**src/rtl/panda_div_multi_if.sv**
```systemverilog
// Pulse bus bundle for the multi-channel divider.
// Master drives inputs/enables; slave returns divided outputs.
interface panda_div_multi_if #(
  parameter int NCH = 4
);
  logic [NCH-1:0] inp_i;
  logic [NCH-1:0] enable_i;
  logic [NCH-1:0] outd_o;
  logic [NCH-1:0] outn_o;

  modport master (
    output inp_i,
    output enable_i,
    input  outd_o,
    input  outn_o
  );

  modport slave (
    input  inp_i,
    input  enable_i,
    output outd_o,
    output outn_o
  );
endinterface

```
**src/rtl/panda_div_multi.sv**
```systemverilog
// Multi-channel PandA pulse divider: every DIVISOR-th rising edge
// goes to outd_o, the rest to outn_o, in follow or single-pulse mode.
module panda_div_multi #(
  parameter int NCH   = 4,
  parameter int WIDTH = 32
) (
  input  logic                 clk_i,
  input  logic                 rstn_i,
  panda_div_multi_if.slave     bus,
  input  logic                 FIRST_PULSE,
  input  logic [WIDTH-1:0]     DIVISOR,
  input  logic                 OUT_MODE,
  input  logic                 FORCE_RST,
  output logic [NCH*WIDTH-1:0] COUNT
);

  localparam logic [1:0] R_NONE = 2'd0;
  localparam logic [1:0] R_D    = 2'd1;
  localparam logic [1:0] R_N    = 2'd2;

  logic [WIDTH-1:0] div_eff;
  logic [WIDTH-1:0] div_max;
  logic [WIDTH-1:0] preset;

  logic [NCH-1:0] inp_dly_q;
  logic [NCH-1:0] rise;
  logic [NCH-1:0] srst;

  logic [NCH-1:0][WIDTH-1:0] cnt_q;
  logic [NCH-1:0][WIDTH-1:0] cnt_d;
  logic [NCH-1:0][1:0]       route_q;
  logic [NCH-1:0][1:0]       route_d;
  logic [NCH-1:0]            outd_q;
  logic [NCH-1:0]            outd_d;
  logic [NCH-1:0]            outn_q;
  logic [NCH-1:0]            outn_d;

  always_comb begin
    div_eff = (DIVISOR == '0) ? WIDTH'(1) : DIVISOR;
    div_max = div_eff - WIDTH'(1);
    preset  = FIRST_PULSE ? div_max : '0;
  end

  assign rise = bus.inp_i & ~inp_dly_q;
  assign srst = {NCH{FORCE_RST}} | ~bus.enable_i;

  always_ff @(posedge clk_i or negedge rstn_i) begin
    if (!rstn_i) begin
      inp_dly_q <= '0;
      cnt_q     <= '0;
      route_q   <= '0;
      outd_q    <= '0;
      outn_q    <= '0;
    end else begin
      inp_dly_q <= bus.inp_i;
      cnt_q     <= cnt_d;
      route_q   <= route_d;
      outd_q    <= outd_d;
      outn_q    <= outn_d;
    end
  end

  // Soft reset outranks a coincident edge, which is then dropped.
  always_comb begin
    cnt_d   = cnt_q;
    route_d = route_q;
    for (int k = 0; k < NCH; k++) begin
      if (srst[k]) begin
        cnt_d[k]   = preset;
        route_d[k] = R_NONE;
      end else if (rise[k]) begin
        if (cnt_q[k] >= div_max) begin
          route_d[k] = R_D;
          cnt_d[k]   = '0;
        end else begin
          route_d[k] = R_N;
          cnt_d[k]   = cnt_q[k] + WIDTH'(1);
        end
      end else if (OUT_MODE || !bus.inp_i[k]) begin
        route_d[k] = R_NONE;
      end
    end
  end

  always_comb begin
    outd_d = '0;
    outn_d = '0;
    for (int k = 0; k < NCH; k++) begin
      logic act;
      act       = OUT_MODE ? rise[k] : bus.inp_i[k];
      outd_d[k] = act && (route_d[k] == R_D);
      outn_d[k] = act && (route_d[k] == R_N);
    end
  end

  assign bus.outd_o = outd_q;
  assign bus.outn_o = outn_q;
  assign COUNT      = cnt_q;

endmodule

```
**src/flat_wrapper.sv**
```systemverilog
// flat-port wrapper written by rule: the top's interface ports become plain ports
module panda_div_multi_flat 
#(
  parameter int NCH   = 4,
  parameter int WIDTH = 32
)
  (clk_i, rstn_i, FIRST_PULSE, DIVISOR, OUT_MODE, FORCE_RST, COUNT, bus_inp_i, bus_enable_i, bus_outd_o, bus_outn_o);
  panda_div_multi_if #(.NCH(NCH)) bus_i ();
  input  logic clk_i;
  input  logic rstn_i;
  input  logic FIRST_PULSE;
  input  logic [WIDTH-1:0] DIVISOR;
  input  logic OUT_MODE;
  input  logic FORCE_RST;
  output logic [NCH*WIDTH-1:0] COUNT;
  input wire logic [$bits(bus_i.inp_i)-1:0] bus_inp_i;
  input wire logic [$bits(bus_i.enable_i)-1:0] bus_enable_i;
  output wire logic [$bits(bus_i.outd_o)-1:0] bus_outd_o;
  output wire logic [$bits(bus_i.outn_o)-1:0] bus_outn_o;
  assign bus_i.inp_i = bus_inp_i;
  assign bus_i.enable_i = bus_enable_i;
  assign bus_outd_o = bus_i.outd_o;
  assign bus_outn_o = bus_i.outn_o;
  panda_div_multi #(.NCH(NCH), .WIDTH(WIDTH)) u_core (.clk_i(clk_i), .rstn_i(rstn_i), .bus(bus_i), .FIRST_PULSE(FIRST_PULSE), .DIVISOR(DIVISOR), .OUT_MODE(OUT_MODE), .FORCE_RST(FORCE_RST), .COUNT(COUNT));
endmodule
```
**config.mk**
```make
export PLATFORM = sky130hd
export DESIGN_NAME = panda_div_multi_flat
export DESIGN_NICKNAME = d
export VERILOG_FILES = /design/src/rtl/panda_div_multi_if.sv /design/src/rtl/panda_div_multi.sv /design/src/flat_wrapper.sv
export SDC_FILE = /design/constraint.sdc
export NUM_CORES = 1
export LEC_CHECK = 0
export CORE_MARGIN = 8
export CORE_UTILIZATION = 25
export CTS_CLUSTER_SIZE = 16
export DETAILED_ROUTE_END_ITERATION = 10
export GPL_TIMING_DRIVEN = 0
export PLACE_DENSITY = 0.53
export SYNTH_ARGS = -nofsm -noshare
export SYNTH_HDL_FRONTEND = slang
export SYNTH_SLANG_ARGS = --single-unit
```
**constraint.sdc**
```tcl
create_clock -name clk_i -period 5.45 [get_ports clk_i]
set_input_delay 1.09 -clock clk_i [delete_from_list [all_inputs] [get_ports clk_i]]
set_output_delay 1.09 -clock clk_i [all_outputs]
set_load 0.02 [all_outputs]
```
==> results of run 1 <==
==> through the flow <==
step,cell area [um2],setup TNS (ns)
after CTS,17100,0
after global placement,15300,-892.63
after floorplan,12600,-0.0271
final,17800,-0.204
after detailed placement,15300,-368.80
after global routing,17800,-4.50
==> power breakdown <==
| part | switching, W | leakage (nW) | internal [W] |
|---|---|---|---|
| clock | 0.000528 | 0.332 | 0.000904 |
| sequential | 0.000242 | 1.89 | 0.00119 |
| combinational | 0.000748 | 5.26 | 0.000554 |
==> path summary, 6_finish.rpt <==
| check | startpoint | end | slack (ns) | cells after the start |
|---|---|---|---|---|
| setup / recovery | DIVISOR[11] | u_core.COUNT[54]$_DFFE_PN0P_ | -0.08 | 21 |
| hold / removal | u_core.inp_dly_q[2]$_DFF_PN0_ | u_core.route_q[4]$_DFF_PN0_ | 0.50 | 1 |
| setup reg to reg | u_core.COUNT[35]$_DFFE_PN0P_ | u_core.COUNT[54]$_DFFE_PN0P_ | 2.17 | 11 |
| hold reg to reg | u_core.inp_dly_q[2]$_DFF_PN0_ | u_core.route_q[4]$_DFF_PN0_ | 0.50 | 1 |
| max in group asynchronous | rstn_i | u_core.COUNT[73]$_DFFE_PN0P_ | 3.95 | 2 |
| min in group asynchronous | rstn_i | u_core.bus.outd_o[3]$_DFF_PN0_ | 0.58 | 1 |
==> repair_timing <==
action | 4_1_cts | 5_1_grt
setup endpoints to repair | 144 | 143
setup buffers | 58 | 30
gates resized for setup | 133 | 142
hold buffers | 0 | 0
pin swaps | 32 | 48
gates cloned | 0 | 4
==> placed cells by master, fill, tap and decap left out, types with 12 or more instances in the layout <==
cell / n
or3_1: 17
o21ai_0: 70
nand3_1: 77
and2_1: 32
clkbuf_16: 19
clkdlybuf4s50_1: 150
nor3_1: 54
buf_6: 16
nand2b_1: 31
a21o_1: 35
a22oi_1: 43
nor2_1: 115
or2_2: 13
ha_1: 118
xor2_4: 12
nand2_1: 122
clkbuf_1: 48
and3_1: 61
dfrtp_1: 148
o211ai_1: 43
buf_4: 81
o21ai_1: 15
nor4_1: 17
inv_1: 38
a21oi_1: 122
nor2b_1: 40
nand4_1: 36
==> cell type report <==
type | count | area [um2]
fillers | 5084 | 32100
multi-input cells | 1298 | 9380
flip-flops and latches | 148 | 3700
repair buffers | 273 | 2660
well taps | 672 | 841
clock buffers | 22 | 484
plain buffers | 68 | 394
clock inverters | 9 | 198
inverters | 39 | 146
diodes | 1 | 2.50
==> worst reg2reg max path: stages (launching register included) <==
cell and delay (ns):
dfrtp_1 0.46, ha_1 0.27, or4_1 0.50, a21oi_2 0.19, nor3b_4 0.08, o32a_1 0.43
a31oi_4 0.21, o311ai_4 0.19, buf_4 0.19, buf_4 0.13, or4_1 0.45, o221ai_1 0.08
==> cell families after synthesis <==
family                     count (synthesis)  share of synthesized area
xor gates and xnor gates                  32                     0.0234
buffers and inverters                    107                     0.0338
adders and majority gates                126                      0.125
AOI/OAI and AO/OA                        456                      0.236
DFF                                      148                      0.295
and+or+nand+nor                          684                      0.286
==> sequential cells by signal, indices dropped and copies added (netlist names) <==
signal	cells
u_core.bus.outn_o	4
u_core.bus.outd_o	4
u_core.inp_dly_q	4
u_core.route_q	8
u_core.COUNT	128
==> layer usage <==
layer	vias up	track usage	routed length, um
met4	4	0.0950	3110
met2	803	0.323	28100
li1	6456	-	-
met1	7075	0.292	27400
met3	159	0.0588	6660
met5	-	0	27
==> metrics.yaml, run 1 <==
run_status:
  status: "finished, violations left"
  violations: "negative setup slack"
floorplanning:
  start_util: 0.252
  die_h_um: 240
  num_rows: 82
  die-area_um2: 57700
  io-pin-count: 181
  chipWidth_um: 240
  core_um2: 49900
synthesis:
  synth_top_cell_by_area: "dfrtp_1"
  yosys-top-cells-count: "dfrtp_1 (148), a21oi_1 (131), nand2_1 (127), ha_1 (125), nor2_1 (119)"
  synth-seq-area-share: 0.295
  synth_enable_flop_cells: 0
  synthesis.area_um2: 12600
  synth_nets: 1723
  synthCells: 1553
  synthTopCellsByArea: "dfrtp_1 (29%), ha_1 (12%), a21oi_1 (5.2%)"
  post_synth.cell_area_avg_um2: 8.09
  synth_top_flop_cell: "dfrtp_1"
  synth_top_area_frac: 0.295
  yosys.cell_count.top_type: "dfrtp_1"
  async_reset_ff_frac: 1.00
  synth.yosys.warnings: 0
  synth_seq_cells: 148
  synth.distinct_cells: 70
drt:
  finalWirelength_um: 65200
  drc: 0
  drtIter0Drc: 1777
  wire_per_inst_um: 25.8
  vias: 14500
  ant_nets: 0
  dr.pass1.iters: 5
  routed_via_density: 5.73
power_and_ir_drop:
  power_density_nw_per_um2: 234
  fin_total_pwr_w: 0.00417
  leakage_nw: 7.48
  peakVddDrop_uv: 244
global_route:
  first_global_vias: 13800
  grt_pass1_wl_um: 93000
  gr-usage-all-layers: 0.217
  gr-total-overflow: 0
  grt_max_degree: 87
  grt_antenna_before_repair: 5
clock_tree:
  cts_root_buf: "clkbuf_16"
  clockBufferDepth: 2
  insertion_delay_ns: 0.46
  cts_htree_levels: 4
  cts_buffers: 17
  cts.reportedPaths.clkPinSlew_ns: 0.07
  tritoncts: "built"
  cts.sinks: 148
sta:
  report.final.setup_viol: 6
  skew_ns: 0.00960
  finalCritPeriodShare: 1.01
  slew_headroom: 0.126
  rsz0062_at_grt: "true"
  finalHoldViolations: 0
  setup_ws_ns: -0.0803
  drv_slew: 0
  holdWs_ns: 0.504
  worstMarginPinSlew_ns: 1.31
  fmax_mhz: 181
  period_needed_ns: 5.53
critical_path:
  crit_slowest_cell: "or4_4"
  critPathArrivalTime_ns: 5.89
  crit_fanout: 5
  worstPathRequired_ns: 5.81
  crit_family: "simple AND/OR/NAND/NOR gates"
  critical_path_class: "in -> reg"
  end_kind: "flip-flop"
  cp_cell_sequence: "buf_12, or4_4, or4_4, or3b_4, o21ai_4, buf_6, buf_6, nor4_4, xor2_2, inv_2, ha_4, and4_1, nor3_2, o2111ai_2, o32a_1, a31oi_4, o311ai_4, buf_4, buf_4, or4_1, o221ai_1"
  critical_path.max_stage_delay_ns: 0.53
  startpoint_type: "input pin"
  crit_buf_inv: 6
place:
  place_inst: 2407
  dp_slack_ns: -2.89
  gp_congestion: 0.939
  io_buffer_count: 180
  dpl.hpwl_um: 45800
min_path:
  hold_class: "reg -> reg"
finish:
  final_cell_count_no_fill: 2530
  layout.nets: 2015
  final_util: 0.357
  drive_above_1_share: 0.145
  syn_to_final_growth_pct: 41.7
flow_run:
  max-cap-violations: 0
Note: power is estimated with default switching activity, not from simulation.
==> run 2, diff against run 1 <==
==> constraint.sdc (replaced) <==
create_clock -name clk_i -period 6.4 [get_ports clk_i]
set_input_delay 1.28 -clock clk_i [delete_from_list [all_inputs] [get_ports clk_i]]
set_output_delay 1.28 -clock clk_i [all_outputs]
set_load 0.02 [all_outputs]
==> metrics.yaml, run 2 (same netlist as run 1, synthesis figures left out) <==
place:
  placed_cell_area_um2: 15200  # -0.40%
  io_buffer_count: 180  # unchanged
  gp_congestion: 0.920  # -2.1%
  dp_slack_ns: -2.40  # +0.492 ns
  dpl.hpwl_um: 45700  # -0.20%
  place_inst: 2406  # -0.042%
floorplanning:
  chipWidth_um: 240  # unchanged
  start_util: 0.252  # unchanged
  die_h_um: 240  # unchanged
  num_rows: 82  # unchanged
  io-pin-count: 181  # unchanged
  core_um2: 49900  # unchanged
  die-area_um2: 57700  # unchanged
power_and_ir_drop:
  peakVddDrop_uv: 188  # -23%
  leakage_nw: 6.93  # -7.3%
  power_density_nw_per_um2: 203  # -14%
  fin_total_pwr_w: 0.00338  # -19%
finish:
  layout.nets: 1953  # -3.1%
  layout_common_cells: "clkdlybuf4s50_1 (173), dfrtp_1 (148), a21oi_1 (128)"
  design_area_um2: 16700  # -6.3%
  drive_above_1_share: 0.0824  # -0.0630
  layout_commonest_cell: "clkdlybuf4s50_1"
  syn_to_final_growth_pct: 32.8
  largest_reg_flops: 128  # unchanged
  final_cell_count_no_fill: 2468  # -2.5%
  num_antenna_cells: 0  # -1
  fillers: 5225  # +2.8%
min_path:
  hold_class: "reg -> reg"
sta:
  worstMarginPinSlew_ns: 1.29  # -0.0218 ns
  drv_slew: 0  # unchanged
  setup_ws_ns: 0.174  # +0.254 ns
  fmax_mhz: 161
  skew_ns: 0.0159  # +0.00631 ns
  finalHoldViolations: 0  # unchanged
  holdWs_ns: 0.498  # -0.00571 ns
  report.final.setup_viol: 0  # -6
  period_needed_ns: 6.23
  slew_headroom: 0.136  # +0.0101
  finalCritPeriodShare: 0.973
drt:
  routed_via_density: 5.74  # +0.24%
  drc: 0  # unchanged
  drtIter0Drc: 1833  # +3.2%
  ant_nets: 0  # unchanged
  wire_per_inst_um: 25.7  # -0.34%
  dr.pass1.iters: 5  # unchanged
  vias: 14200  # -2.2%
  finalWirelength_um: 63400  # -2.8%
clock_tree:
  clockBufferDepth: 2  # unchanged
  cts_buffers: 17  # unchanged
  tritoncts: "built"
  cts-hold-fix-buffers: 0  # unchanged
  cts_htree_levels: 4  # unchanged
  insertion_delay_ns: 0.45  # about the same
  cts.reportedPaths.clkPinSlew_ns: 0.06  # about the same
  cts.sinks: 148  # unchanged
  cts_root_buf: "clkbuf_16"
critical_path:
  startpoint_type: "input pin"
  end_kind: "flip-flop"
  worstPathRequired_ns: 6.78  # +0.97 ns
  critPathArrivalTime_ns: 6.60  # +0.71 ns
  crit_fanout: 10  # +5
  critical_path_class: "in -> reg"
global_route:
  grt_pass1_wl_um: 91300  # -1.9%
  first_global_vias: 13300  # -3.4%
  gr-usage-all-layers: 0.214  # -0.00349
  gr-total-overflow: 0  # unchanged
  grt_max_degree: 82  # -5.7%
  grt_antenna_before_repair: 1  # -4
run_status:
  status: "complete, no violations"
flow_run:
  max-cap-violations: 0  # unchanged
## run 2: critical path, stage by stage
cell,delay (ns)
clkdlybuf4s50_1,0.58
nor4_4,0.49
nor3b_2,0.38
nor3b_4,0.32
buf_4,0.20
buf_4,0.12
nand4_1,0.10
xor2_1,0.87
ha_1,0.42
a211oi_1,0.19
o21ai_0,0.15
a221oi_1,0.36
o311ai_1,0.22
a21o_1,0.23
clkbuf_1,0.29
a211oi_1,0.26
a221o_1,0.13
## run 2: power breakdown
group	internal, W	switching [W]	total, W
logic	0.000421	0.000607	0.00103
clock network	0.000675	0.000468	0.00114
registers	0.00102	0.000193	0.00121
## run 2: metrics by stage
| step | TNS [ns] | utilization |
|---|---|---|
| CTS | -0.0504 | 0.329 |
| global placement | -763.19 | 0.305 |
| floorplan | 0 | - |
| finish | 0 | 0.335 |
| global route | -0.424 | 0.335 |
| detailed placement | -303.28 | 0.306 |
## run 2: routing by layer
metal | share of wire | global-route usage | routed length (um)
met5 | 0 | 0 | 0
met4 | 0.043 | 0.0853 | 2710
met3 | 0.10 | 0.0611 | 6350
met2 | 0.43 | 0.318 | 27400
met1 | 0.42 | 0.288 | 26900
## run 2: path summary, 6_finish.rpt
kind	to	cells after the start	from	slack, ns
min	u_core.route_q[4]$_DFF_PN0_	1	u_core.inp_dly_q[2]$_DFF_PN0_	0.50
max in group asynchronous	u_core.COUNT[90]$_DFFE_PN0P_	2	rstn_i	4.75
max	u_core.COUNT[93]$_DFFE_PN0P_	17	DIVISOR[5]	0.17
min in group asynchronous	u_core.bus.outn_o[3]$_DFF_PN0_	1	rstn_i	0.76
min reg2reg	u_core.route_q[4]$_DFF_PN0_	1	u_core.inp_dly_q[2]$_DFF_PN0_	0.50
max reg2reg	u_core.COUNT[57]$_DFFE_PN0P_	12	u_core.COUNT[41]$_DFFE_PN0P_	3.06
## run 2: timing repair
| action | 4_1_cts | 5_1_grt |
|---|---|---|
| pin swaps | 7 | 12 |
| gates resized for setup | 62 | 31 |
| endpoints found under the setup margin | 144 | 144 |
| gates cloned | 0 | 0 |
| setup buffers | 15 | 15 |
## run 2: area by class of cell
cell class,instances,area [um2],share of cell area
Multi-Input combinational cell,1298,8950,0.536
Clock buffer,20,457,0.0274
Sequential cell,148,3700,0.222
Tap cell,672,841,0.0504
Clock inverter,12,178,0.0106
Timing Repair Buffer,211,2110,0.127
Inverter,39,146,0.00877
Buffer,68,300,0.0180
==> run 3, diff against run 2 <==
--- a/config.mk
+++ b/config.mk
@@ -9,7 +9,6 @@
 export CORE_UTILIZATION = 25
 export CTS_CLUSTER_SIZE = 16
 export DETAILED_ROUTE_END_ITERATION = 10
-export GPL_TIMING_DRIVEN = 0
 export PLACE_DENSITY = 0.53
 export SYNTH_ARGS = -nofsm -noshare
 export SYNTH_HDL_FRONTEND = slang
==> metrics.yaml, run 3 (same netlist as run 1, synthesis figures left out) <==
sta:
  finalCritPeriodShare: 0.943  # -0.0302
  slew_headroom: 0.192  # +0.0562
  report.final.setup_viol: 0  # unchanged
  period_needed_ns: 6.03  # -0.193 ns
  skew_ns: 0.0118  # -0.00416 ns
  finalHoldViolations: 0  # unchanged
  fmax_mhz: 166  # +3.2%
  worstMarginPinSlew_ns: 1.21  # -0.0775 ns
  holdWs_ns: 0.509  # +0.0105 ns
  setup_ws_ns: 0.367  # +0.193 ns
  drv_slew: 0  # unchanged
  rsz0062_at_grt: "false"
drt:
  finalWirelength_um: 59500  # -6.1%
  ant_nets: 0  # unchanged
  drc: 0  # unchanged
  dr.pass1.iters: 5  # unchanged
  vias: 13700  # -3.4%
  routed_via_density: 5.56  # -3.3%
  drtIter0Drc: 1388  # -24%
  wire_per_inst_um: 24.2  # -5.9%
finish:
  syn_to_final_growth_pct: 29.5
  layout.nets: 1949  # -0.20%
  fillers: 5267  # +0.80%
  largest_reg_flops: 128  # unchanged
  layout_commonest_cell: "clkdlybuf4s50_1"
  final_util: 0.326  # -0.00823
  design_area_um2: 16300  # -2.5%
  layout_common_cells: "clkdlybuf4s50_1 (179), dfrtp_1 (148), a21oi_1 (129)"
  drive_above_1_share: 0.0888  # +0.00637
clock_tree:
  cts.reportedPaths.clkPinSlew_ns: 0.07  # about the same
  clockBufferDepth: 2  # unchanged
  insertion_delay_ns: 0.47  # +0.02 ns
  cts_buffers: 17  # unchanged
  cts_htree_levels: 4  # unchanged
  cts_root_buf: "clkbuf_16"
  tritoncts: "built"
  cts.sinks: 148  # unchanged
  cts-hold-fix-buffers: 0  # unchanged
global_route:
  first_global_vias: 12800  # -4.1%
  gr-total-overflow: 0  # unchanged
  gr-usage-all-layers: 0.201  # -0.0125
  grt_antenna_before_repair: 2  # +1
  grt_max_degree: 54  # -34%
  grt_pass1_wl_um: 86300  # -5.5%
place:
  dpl.hpwl_um: 44600  # -2.2%
  io_buffer_count: 180  # unchanged
  placed_cell_area_um2: 15700  # +2.9%
  gp_congestion: 0.912  # -0.85%
  dp_slack_ns: -0.435  # +1.96 ns
critical_path:
  end_kind: "flip-flop"
  reg2regPathDepth: 9  # -3
  startpoint_type: "input pin"
  r2r-start: "u_core.COUNT[74]$_DFFE_PN0P_"
  timing.rr.end: "u_core.COUNT[95]$_DFFE_PN0P_"
  critPathArrivalTime_ns: 6.43  # -0.17 ns
  worstPathRequired_ns: 6.80  # +0.02 ns
  r2r_slack_ns: 3.12  # +0.06 ns
  critical_path_class: "in -> reg"
  startpoint: "DIVISOR[11]"
  cp-endpoint: "u_core.COUNT[94]$_DFFE_PN0P_"
  crit_fanout: 7  # -3
power_and_ir_drop:
  leakage_nw: 6.86  # -1.0%
  power_density_nw_per_um2: 199  # -1.6%
  peakVddDrop_uv: 199  # +5.6%
run_status:
  status: "complete, no violations"
min_path:
  hold_class: "reg -> reg"
floorplanning:
  start_util: 0.252  # unchanged
  core_um2: 49900  # unchanged
  die-area_um2: 57700  # unchanged
  die_h_um: 240  # unchanged
  num_rows: 82  # unchanged
  io-pin-count: 181  # unchanged
  chipWidth_um: 240  # unchanged
flow_run:
  max-cap-violations: 0  # unchanged
## run 3: changes by cell type in the layout (fill, tap and decap cells not counted), moves of 4 or more
cell             before  now
buf_4                35   94
clkbuf_1             50    1
clkbuf_2              7    0
clkdlybuf4s50_1     173  179
dlymetal6s2s_1        6    0
xnor2_1               5   15
xnor2_2               6    0
xnor2_4               4    0
xor2_1                2   15
xor2_4               10    0
## run 3: critical path: stages
cell	delay, ns
clkdlybuf4s50_1	0.42
or4_4	0.56
or4_4	0.47
nor3b_1	0.31
a21oi_1	0.14
ha_1	0.26
nand3_1	0.13
nor4_2	0.11
nand3b_1	0.15
xor2_2	0.40
ha_1	0.35
a21o_1	0.17
a211oi_1	0.22
o21ai_0	0.12
a221oi_1	0.30
o311ai_1	0.19
a21o_1	0.28
or4_1	0.48
nand3_1	0.09
## run 3: how the worst min path moves through the flow
stage                                             start                          end  slack, ns  cells past startpoint
after floorplan           u_core.inp_dly_q[2]$_DFF_PN0_  u_core.route_q[4]$_DFF_PN0_       0.45                      1
after global placement    u_core.inp_dly_q[2]$_DFF_PN0_  u_core.route_q[4]$_DFF_PN0_       0.50                      1
after detailed placement  u_core.inp_dly_q[2]$_DFF_PN0_  u_core.route_q[4]$_DFF_PN0_       0.50                      1
after CTS                 u_core.inp_dly_q[2]$_DFF_PN0_  u_core.route_q[4]$_DFF_PN0_       0.50                      1
after global routing      u_core.inp_dly_q[2]$_DFF_PN0_  u_core.route_q[4]$_DFF_PN0_       0.52                      1
final                     u_core.inp_dly_q[2]$_DFF_PN0_  u_core.route_q[4]$_DFF_PN0_       0.51                      1
## run 3: power breakdown
| part | internal [W] | switching, W | leakage [nW] | total, W |
|---|---|---|---|---|
| combinational | 0.000421 | 0.000563 | 4.71 | 0.000984 |
| clock | 0.000581 | 0.000460 | 0.263 | 0.00104 |
| sequential | 0.00102 | 0.000202 | 1.89 | 0.00122 |
| total | 0.00202 | 0.00123 | 6.86 | 0.00324 |
## run 3: final cells by class
type / count / area (um2) / area share
antenna: 1 / 2.50 / 0.000154
clock buffer: 19 / 443 / 0.0272
clock inverter: 12 / 133 / 0.00815
inverter: 39 / 146 / 0.00900
multi-input combinational: 1298 / 8480 / 0.521
sequential: 148 / 3700 / 0.228
tap: 672 / 841 / 0.0517
timing repair buffer: 275 / 2530 / 0.155
## run 3: layer usage
metal	vias to the layer above	global-route usage	wire (um)
met5	-	0	31
met1	6640	0.266	25400
met3	104	0.0631	5820
li1	6331	-	-
met2	612	0.300	25700
met4	6	0.0846	2580
## run 3: metrics by stage
| step | total power, W | instances | TNS (ns) |
|---|---|---|---|
| final | 0.00324 | 2464 | 0 |
| after floorplan | 0.00167 | 1553 | 0 |
| after global placement | 0.00219 | 2432 | -11.11 |
| after global routing | 0.00339 | 2463 | 0 |
| after CTS | 0.00326 | 2463 | 0 |
| after detailed placement | 0.00221 | 2432 | -19.92 |
## run 3: what timing repair did
item | CTS | global route
buffers inserted | 0 | 0
resized for setup | 0 | 2
setup endpoints to repair | 0 | 113
